**src/rtl/onehot_scan_decoder_if.sv**
```systemverilog
// Control/status bundle for onehot_scan_decoder: select/mode controls in, one-hot word and index out.
interface onehot_scan_decoder_if #(
    parameter int unsigned SEL_W = 3
);
    localparam int unsigned OUT_W = 2 ** SEL_W;

    logic             en;
    logic             mode;
    logic             load;
    logic [SEL_W-1:0] s;
    logic [OUT_W-1:0] a;
    logic [SEL_W-1:0] idx;
    logic             wrap;

    modport master (
        output en, mode, load, s,
        input  a, idx, wrap
    );

    modport slave (
        input  en, mode, load, s,
        output a, idx, wrap
    );
endinterface

```
**src/rtl/onehot_scan_decoder.sv**
```systemverilog
// Registered binary-to-one-hot decoder with an auto-scan mode that walks the set bit
// through all outputs, dwelling DWELL enabled cycles per output and pulsing wrap on rollover.
module onehot_scan_decoder #(
    parameter int unsigned SEL_W = 3,
    parameter int unsigned DWELL = 4
) (
    input  logic                   clk,
    input  logic                   rst_n,
    onehot_scan_decoder_if.slave   bus
);
    localparam int unsigned OUT_W   = 2 ** SEL_W;
    localparam int unsigned DW      = (DWELL > 1) ? $clog2(DWELL) : 1;
    localparam logic [DW-1:0]    DWELL_MAX = DW'(DWELL - 1);
    localparam logic [SEL_W-1:0] IDX_MAX   = SEL_W'(OUT_W - 1);

    localparam logic [0:0] ST_IDLE = 1'b0;
    localparam logic [0:0] ST_RUN  = 1'b1;

    logic [0:0]       state_q, state_d;
    logic [SEL_W-1:0] idx_q,   idx_d;
    logic [DW-1:0]    dwell_q, dwell_d;
    logic [OUT_W-1:0] a_q,     a_d;
    logic             wrap_q,  wrap_d;

    // State register
    always_ff @(posedge clk or negedge rst_n) begin
        if (!rst_n) begin
            state_q <= ST_IDLE;
            idx_q   <= '0;
            dwell_q <= '0;
            a_q     <= '0;
            wrap_q  <= 1'b0;
        end else begin
            state_q <= state_d;
            idx_q   <= idx_d;
            dwell_q <= dwell_d;
            a_q     <= a_d;
            wrap_q  <= wrap_d;
        end
    end

    // Next state: direct/load jump, activation, scan step, dwell count
    always_comb begin
        state_d = state_q;
        idx_d   = idx_q;
        dwell_d = dwell_q;
        wrap_d  = 1'b0;

        if (bus.en) begin
            state_d = ST_RUN;
            if (!bus.mode || bus.load) begin
                idx_d   = bus.s;
                dwell_d = '0;
            end else if (state_q == ST_IDLE) begin
                // First enabled scan edge only lights the current index.
                dwell_d = '0;
            end else if (dwell_q == DWELL_MAX) begin
                idx_d   = idx_q + SEL_W'(1);
                dwell_d = '0;
                wrap_d  = (idx_q == IDX_MAX);
            end else begin
                dwell_d = dwell_q + DW'(1);
            end
        end

        a_d = (state_d == ST_RUN) ? (OUT_W'(1) << idx_d) : '0;
    end

    assign bus.a    = a_q;
    assign bus.idx  = idx_q;
    assign bus.wrap = wrap_q;
endmodule

```
**src/flat_wrapper.sv**
```systemverilog
// flat-port wrapper written by rule: the top's interface ports become plain ports
module onehot_scan_decoder_flat 
#(
    parameter int unsigned SEL_W = 3,
    parameter int unsigned DWELL = 4
)
  (clk, rst_n, bus_en, bus_mode, bus_load, bus_s, bus_a, bus_idx, bus_wrap);
  onehot_scan_decoder_if #(.SEL_W(SEL_W)) bus_i ();
  input  logic clk;
  input  logic rst_n;
  input wire logic [$bits(bus_i.en)-1:0] bus_en;
  input wire logic [$bits(bus_i.mode)-1:0] bus_mode;
  input wire logic [$bits(bus_i.load)-1:0] bus_load;
  input wire logic [$bits(bus_i.s)-1:0] bus_s;
  output wire logic [$bits(bus_i.a)-1:0] bus_a;
  output wire logic [$bits(bus_i.idx)-1:0] bus_idx;
  output wire logic [$bits(bus_i.wrap)-1:0] bus_wrap;
  assign bus_i.en = bus_en;
  assign bus_i.mode = bus_mode;
  assign bus_i.load = bus_load;
  assign bus_i.s = bus_s;
  assign bus_a = bus_i.a;
  assign bus_idx = bus_i.idx;
  assign bus_wrap = bus_i.wrap;
  onehot_scan_decoder #(.SEL_W(SEL_W), .DWELL(DWELL)) u_core (.clk(clk), .rst_n(rst_n), .bus(bus_i));
endmodule
```
**config.mk**
```make
export PLATFORM = sky130hd
export DESIGN_NAME = onehot_scan_decoder_flat
export DESIGN_NICKNAME = d
export VERILOG_FILES = /design/src/rtl/onehot_scan_decoder_if.sv /design/src/rtl/onehot_scan_decoder.sv /design/src/flat_wrapper.sv
export SDC_FILE = /design/constraint.sdc
export NUM_CORES = 1
export LEC_CHECK = 0
export ABC_CLOCK_PERIOD_IN_PS = 2500
export CORE_MARGIN = 2
export CORE_UTILIZATION = 46
export CTS_BUF_LIST = sky130_fd_sc_hd__clkbuf_8
export CTS_CLUSTER_SIZE = 10
export DETAILED_ROUTE_END_ITERATION = 8
export DONT_BUFFER_PORTS = 1
export PLACE_DENSITY_LB_ADDON = 0.12
export SLEW_MARGIN = 20
export SYNTH_ARGS = -nofsm -noshare
export SYNTH_HDL_FRONTEND = slang
export SYNTH_SLANG_ARGS = --single-unit
```
**constraint.sdc**
```tcl
create_clock -name clk -period 2.5 [get_ports clk]
set_clock_uncertainty 0.2 [all_clocks]
set_input_delay 0 -clock clk [delete_from_list [all_inputs] [get_ports clk]]
set_output_delay 0 -clock clk [all_outputs]
set_load 0.01 [all_outputs]
```
# Word-level counts from Yosys, hierarchy flattened
# Index checks and enable logic that the tools add are counted.
# word_totals
reg_bits,15
inputBits,8
latch_bits,0
n_memories,0
mem_bits_ro,0
ramBits,0
# classes
div,0
n_mul,0
reduce_logical,2
eq_ne,2
shift,1
addsub,2
muxes,13
bitwise,0
n_lt_le_gt_ge,0
# op_table
op,n
$mux W3,4
$mux W8,1
$shl A1 B3 Y8 const A,1
$mux W2,3
$mux W1,5
$add A3 B1 Y3 const B,1
$eq A3 B3 Y1 const B,1
$add A2 B1 Y2 const B,1
$eq A2 B2 Y1 const B,1
$logic_not A1 Y1,1
$logic_or A1 B1 Y1,1

# Longest topological paths before layout
# Gate-level depths: netlist of the first run.
# logic_depth
word_depth,7
ltp_mapped,6

# Least setup slack after synthesis of the first run
# Ideal clock, no wire load.
# synth_path
kind,reg2reg
startpoint,register u_core.idx_q[0] (netlist: u_core.bus.idx[0])
endpoint,register u_core.a_q[6] (netlist: u_core.bus.a[6])
setup_ps,130
n_path_buf,0
arrival_ps,1719
t_required_ps,2170
path_stages_with_launch,7
period_less_slack_ps,2050
path_slack_ps,450
cell_sequence,dfrtp_1 ha_1 ha_1 and3_4 a2111oi_4 o32a_2 nor3_1
# synth_via
elab_chain_cells,7
# synth_lines
item,line_no,source
from (decl),onehot_scan_decoder.sv:20,"logic [SEL_W-1:0] idx_q, idx_d;"
from (signal assigned),onehot_scan_decoder.sv:35,idx_q <= idx_d;
$add A3 B1 Y3,onehot_scan_decoder.sv:58,idx_d = idx_q + SEL_W'(1);
$mux W3,onehot_scan_decoder.sv:57,end else if (dwell_q == DWELL_MAX) begin
$mux W3,onehot_scan_decoder.sv:54,end else if (state_q == ST_IDLE) begin
$mux W3,onehot_scan_decoder.sv:51,if (!bus.mode || bus.load) begin
$mux W3 (*),onehot_scan_decoder.sv:49,if (bus.en) begin
$shl A1 B3 Y8 (*),onehot_scan_decoder.sv:66,a_d = (state_d == ST_RUN) ? (OUT_W'(1) << idx_d) : '0;
$mux W8 (*),onehot_scan_decoder.sv:66,
net u_core.a_d[6],onehot_scan_decoder.sv:22,"logic [OUT_W-1:0] a_q, a_d;"
to (signal assigned),onehot_scan_decoder.sv:31,a_q <= '0;
to (signal assigned),onehot_scan_decoder.sv:37,a_q <= a_d;
to (decl),onehot_scan_decoder.sv:22,
# The timed path passes the listed nets; every way through them passes the cells marked *.
# A chain may end at the register's enable or synchronous reset.

# Final worst setup path of the first run
# layout_path
startpoint,register u_core.idx_q[0] (netlist: u_core.bus.idx[0])
endpoint,register u_core.a_q[5] (netlist: u_core.bus.a[5])
# Same word-level chain as after synthesis.

==> results by group, run 1 <==
Critical path
  • Crit-path most repeated cell: ha_1
  • Max incr delay on CP: 450 ps
  • CP Max Fanout: 4
  • Worst endpoint required time: 2430 ps
  • CP bufs+invs: 0
  • Crit. End Element: flip-flop
  • Worst path arrival time: 2100 ps
  • CP max-delay cell: dfrtp_1
  • Crit path cell chain: ha_1 -> ha_1 -> and3_4 -> a2111oi_4 -> o32a_2 -> nor3_1
  • Critical path's top delay family: compound AO/OA/AOI/OAI gates
  • Kind of critical path: flip-flop to flip-flop
  • Startpoint Class: flip-flop

STA
  • # setup viols final: 0
  • Time the worst path needs with I/O delays and setup: 2170 ps
  • Slew Limit Fails: 0
  • Slew HR: 0.566
  • Setup TNS: 0 ps
  • Slew @ Worst Pin: 649 ps
  • Setup WS post-layout: 330 ps
  • RSZ-0062 raised after global routing: false
  • Final Hold Viols: 0
  • Final period utilization: 0.868
  • Peak Freq: 461 MHz

Power
  • PwrDens: 653 nW/um^2
  • Worst VDD drop: 0.000328 V
  • Leak: 0.383 nW

Placement
  • DPL Wire Length: 966 um
  • Pre-CTS WS: 343 ps
  • GPL Wtd Cong: 0.779
  • IO buf count: 0

Routing
  • Metal-1 WL: 601 um
  • Wire per inst: 14.9 um
  • WL met3: 93 um
  • First DRT Iteration DRCs: 3
  • Total wire length: 1350 um
  • DR vias/cell: 5.62
  • Met2 WL post-DR: 605 um
  • DR vias: 506
  • First drt pass iteration count: 4
  • DRC Markers: 0
  • Top Metal Used: met4
  • Antenna viol nets, final: 0

CTS
  • CTS buffer count: 3
  • CTS Sinks: 15
  • CTS tree: built
  • Clk buf depth: 2
  • CTS H-tree lvls: 1
  • CTS clock-pin slew for the worst setup and hold paths: 60 ps
  • Post-CTS Resized: 0
  • Clk Latency, worst-skew pair: 250 ps
  • Clock Tree Root: clkbuf_8

Logic synthesis
  • Compound-Gate Fraction of Synth Area: 0.206
  • Post-synthesis mux area share: 0
  • Synth Instances: 62
  • Synth Net Count: 74
  • Post-synthesis sequential area ratio: 0.520
  • Syn_area_per_cell: 11.6 sq um
  • XOR/XNOR Fraction of Synth Area: 0
  • Synth warn: 0
  • Simple-gate portion of the synthesized area: 0.163
  • Adder-cell share of the synthesized area: 0.0693
  • Synth Cell Area: 722 sq um
  • Largest family of logic cells by synthesized area: compound AO/OA/AOI/OAI gates
  • Register bit count reported by yosys: 15
  • Synth unique cells: 24

Floorplanning
  • Initial core utilization: 0.485
  • Full die area: 1900 sq um
  • Die Ht: 43.6 um
  • CORE AREA: 1490 sq um
  • Row count: 14
  • Die X: 43.6 um
  • Io pins: 20

Layout
  • FILL cells: 105
  • Share of cells above drive strength 1: 0.230
  • Area delta synth->final: 21.1%
  • Multi-input logic area: 317 sq um
  • Antenna Cells: 0
  • Register area: 375 sq um
  • Fin nets: 87

GRT
  • GR Overflow Total: 0
  • Vias in the first global route: 467
  • Global-route wire length before repair: 2170 um
  • Total track usage: 0.165
  • Initial antenna violation count: 0
  • Largest net degree at the start of global routing: 16

Worst hold path
  • HP Class: input port to asynchronous set/reset pin

Outcome
  • Status: finished, final reports clean

Run
  • Number of max-cap violations: 0
[cell usage after synthesis]
master	instances	share of area
dfrtp_1	15	0.52
nor3_1	8	0.055
inv_1	5	0.026
ha_1	4	0.069
nand2_1	4	0.021
a21boi_1	2	0.021
inv_2	2	0.010
nor2_1	2	0.010
o21ai_1	2	0.014
o22ai_1	2	0.017
o22ai_2	2	0.035
o2bb2ai_2	2	0.042
a2111oi_4	1	0.038
a21o_2	1	0.012
and2b_4	1	0.014
and3_4	1	0.016
clkbuf_1	1	0.0052
nand2_2	1	0.0087
nand3_1	1	0.0069
nand3b_1	1	0.010
nand4b_1	1	0.012
o21ai_2	1	0.012
o32a_2	1	0.016
or2_1	1	0.0087
[placed cells by master, fill, tap and decap left out, types with 2 or more instances in the layout]
| master | count |
|---|---|
| nand2_1 | 4 |
| inv_2 | 2 |
| clkbuf_8 | 3 |
| o22ai_2 | 2 |
| a21boi_1 | 2 |
| ha_1 | 4 |
| dfrtp_1 | 15 |
| nor2_1 | 2 |
| nor3_1 | 8 |
| o22ai_1 | 2 |
| o2bb2ai_2 | 2 |
| o21ai_1 | 2 |
| dlygate4sd3_1 | 9 |
| inv_1 | 5 |
[metrics by stage]
stage	instance area (sq um)	cells	utilization	total power [W]	hold WS (ps)
final	875	90	0.587	0.000571	12.1
after CTS	875	90	0.587	0.000574	20.8
after detailed placement	738	77	0.496	0.000356	-495
after global placement	738	77	0.496	0.000355	-495
after floorplan	722	62	-	0.000343	-496
after global routing	875	90	0.587	0.000595	60.6
[layout make-up]
cell class | instances | area share
inverters | 7 | 0.0300
repair buffers | 9 | 0.103
multi-input cells | 39 | 0.362
clock buffers | 3 | 0.0472
flip-flops and latches | 15 | 0.429
clock inverters | 1 | 0.00572
well taps | 16 | 0.0229
[where the power goes]
| group | switching [W] | internal (W) | total [W] |
|---|---|---|---|
| registers | 0.0000235 | 0.000263 | 0.000286 |
| clock network | 0.0000905 | 0.000111 | 0.000201 |
| logic | 0.0000467 | 0.0000374 | 0.0000840 |
| total | 0.000161 | 0.000410 | 0.000571 |
[path summary, 6_finish.rpt]
| check | slack, ps | from | endpoint | depth (start not counted) |
|---|---|---|---|---|
| max | 330 | u_core.bus.idx[0]$_DFF_PN0_ | u_core.bus.a[5]$_DFF_PN0_ | 6 |
| min | 10 | rst_n | u_core.bus.wrap$_DFF_PN0_ | 1 |
| max reg2reg | 330 | u_core.bus.idx[0]$_DFF_PN0_ | u_core.bus.a[5]$_DFF_PN0_ | 6 |
| min reg2reg | 370 | u_core.dwell_q[1]$_DFFE_PN0P_ | u_core.dwell_q[1]$_DFFE_PN0P_ | 2 |
| max in group asynchronous | 1670 | rst_n | u_core.bus.a[5]$_DFF_PN0_ | 1 |
| min in group clk | 30 | bus_en | u_core.bus.idx[0]$_DFF_PN0_ | 3 |
[cells by family after synthesis]
group,count (synthesis)
AO/OA/AOI/OAI,14
adder cells (fa/ha/maj),4
buffers and inverters,8
flip-flops,15
AND/OR/NAND/NOR,21
[registers in the layout (all words and copies together) (netlist names)]
signal and cells:
u_core.bus.idx 3, u_core.bus.a 8, u_core.state_q 1, u_core.bus.wrap 1
u_core.dwell_q 2
[repair_timing]
action	4_1_cts	5_1_grt
setup buffers	0	0
hold endpoints to repair	30	0
hold buffers	9	0
endpoints found under the setup margin	0	0
[metal layers]
metal / vias to the layer above / track usage
met5: - / 0
met3: 5 / 0.0458
met2: 18 / 0.221
met1: 238 / 0.216
met4: 0 / 0.145
li1: 245 / -
Note: power is estimated with default switching activity, not from simulation.
==> run 2, diff against run 1 <==
--- a/config.mk
+++ b/config.mk
@@ -12,7 +12,7 @@
 export CTS_CLUSTER_SIZE = 10
 export DETAILED_ROUTE_END_ITERATION = 8
 export DONT_BUFFER_PORTS = 1
-export PLACE_DENSITY_LB_ADDON = 0.12
+export PLACE_DENSITY = 0.59
 export SLEW_MARGIN = 20
 export SYNTH_ARGS = -nofsm -noshare
 export SYNTH_HDL_FRONTEND = slang
==> results by group, run 2 (same netlist as run 1, synthesis figures left out) <==
Outcome
  • Status: finished, final reports clean

Layout
  • Share of cells above drive strength 1: 0.230
  • Area delta synth->final: 21.1%
  • Number of flip-flops in the largest register: 8
  • Fin nets: 87
  • Most frequent cells in the layout: dfrtp_1, dlygate4sd3_1, nor3_1, inv_1
  • FILL cells: 114
  • Register area: 375 sq um
  • Fin util: 0.587
  • Most common cell after layout, fill and taps aside: dfrtp_1
  • Antenna Cells: 0
  • Multi-input logic area: 317 sq um

Routing
  • DRC Markers: 0
  • Metal-1 WL: 663 um
  • DR vias/cell: 5.86
  • Wire per inst: 16.2 um
  • First DRT Iteration DRCs: 11
  • Total wire length: 1460 um
  • WL met3: 66 um
  • Top Metal Used: met4
  • First drt pass iteration count: 4
  • Antenna viol nets, final: 0
  • Met2 WL post-DR: 703 um
  • DR vias: 527

CTS
  • CTS H-tree lvls: 1
  • CTS buffer count: 3
  • Hold-fix buffers, CTS: 9
  • Clock Tree Root: clkbuf_8
  • Clk Latency, worst-skew pair: 250 ps
  • Post-CTS Resized: 0
  • CTS clock-pin slew for the worst setup and hold paths: 60 ps
  • CTS tree: built
  • CTS Sinks: 15
  • Clk buf depth: 2
  • Post-CTS setup buffers: 0

Worst hold path
  • HP Class: input port to flip-flop

GRT
  • Vias in the first global route: 508
  • Initial antenna violation count: 0
  • GR Overflow Total: 0
  • Largest net degree at the start of global routing: 16
  • Total track usage: 0.179
  • Global-route wire length before repair: 2420 um

Placement
  • DPL Wire Length: 978 um
  • IO buf count: 0
  • GPL Wtd Cong: 0.776

Power
  • Switching Fraction: 0.280
  • Comb power frac: 0.150
  • Worst VDD drop: 0.000337 V
  • Leak: 0.383 nW
  • Seq pwr share: 0.503
  • PwrDens: 652 nW/um^2
  • P_int: 0.000411 W
  • Clock Power Share: 0.347
  • Switch Pwr: 0.000159 W

Floorplanning
  • CORE AREA: 1490 sq um
  • Full die area: 1900 sq um
  • Die Ht: 43.6 um
  • Initial core utilization: 0.485
  • Io pins: 20
  • Die X: 43.6 um
  • Row count: 14

STA
  • # setup viols final: 0
  • Slew HR: 0.561
  • Setup TNS: 0 ps
  • Slew Limit Fails: 0
  • Peak Freq: 462 MHz
  • Final period utilization: 0.866
  • RSZ-0062 raised after global routing: false
  • Final Hold Viols: 0
  • Time the worst path needs with I/O delays and setup: 2160 ps
  • Slew @ Worst Pin: 656 ps

Critical path
  • Startpoint Class: flip-flop
  • Worst path arrival time: 2090 ps
  • Worst endpoint required time: 2420 ps
  • Crit. End Element: flip-flop
  • CP Max Fanout: 4
  • Kind of critical path: flip-flop to flip-flop

Run
  • Number of max-cap violations: 0
run 2: worst paths after layout:
check                                              startpoint                       endpoint  slack (ps)  cells past startpoint
worst max-delay path              u_core.bus.idx[0]$_DFF_PN0_      u_core.bus.a[6]$_DFF_PN0_         340                      6
worst min-delay path                                   bus_en    u_core.bus.idx[0]$_DFF_PN0_           6                      3
worst max register to register    u_core.bus.idx[0]$_DFF_PN0_      u_core.bus.a[6]$_DFF_PN0_         340                      6
worst min register to register  u_core.dwell_q[1]$_DFFE_PN0P_  u_core.dwell_q[1]$_DFFE_PN0P_         360                      2
max in group asynchronous                               rst_n      u_core.bus.a[6]$_DFF_PN0_        1660                      1
min in group asynchronous                               rst_n      u_core.bus.wrap$_DFF_PN0_          20                      1
run 2: metal layers:
metal	global-route usage	vias to the layer above
met2	0.244	14
met4	0.109	0
li1	-	243
met5	0	-
met1	0.248	266
met3	0.0542	4
run 2: power by group through the flow:
stage / logic (W) / registers (W) / clock network [W]
6_report: 0.0000852 / 0.000287 / 0.000198
5_1_grt: 0.0000960 / 0.000289 / 0.000212
4_1_cts: 0.0000850 / 0.000287 / 0.000202
3_5_place_dp: 0.0000651 / 0.000292 / 0
3_3_place_gp: 0.0000645 / 0.000291 / 0
2_1_floorplan: 0.0000560 / 0.000287 / 0
run 2: layout make-up:
| class | instances | area share |
|---|---|---|
| Tap cell | 16 | 0.0229 |
| Sequential cell | 15 | 0.429 |
| Timing Repair Buffer | 9 | 0.103 |
| Clock buffer | 3 | 0.0472 |
| Inverter | 7 | 0.0300 |
| Clock inverter | 1 | 0.00572 |
| Multi-Input combinational cell | 39 | 0.362 |
run 2: stage by stage:
step | power (W) | hold slack, ps | setup slack (ps) | area (sq um) | std cells
final | 0.000570 | 6.07 | 335 | 875 | 90
after global routing | 0.000597 | 32.0 | 224 | 875 | 90
after CTS | 0.000574 | 0.857 | 333 | 875 | 90
after detailed placement | 0.000357 | -495 | 345 | 738 | 77
after global placement | 0.000356 | -495 | 378 | 738 | 77
after floorplan | 0.000343 | -496 | 450 | 722 | 62
run 2: critical path, cell delays in order (launching register included):
cell	delay, ps
dfrtp_1	450
ha_1	230
ha_1	270
and3_4	190
a2111oi_4	380
o32a_2	260
nor3_1	50
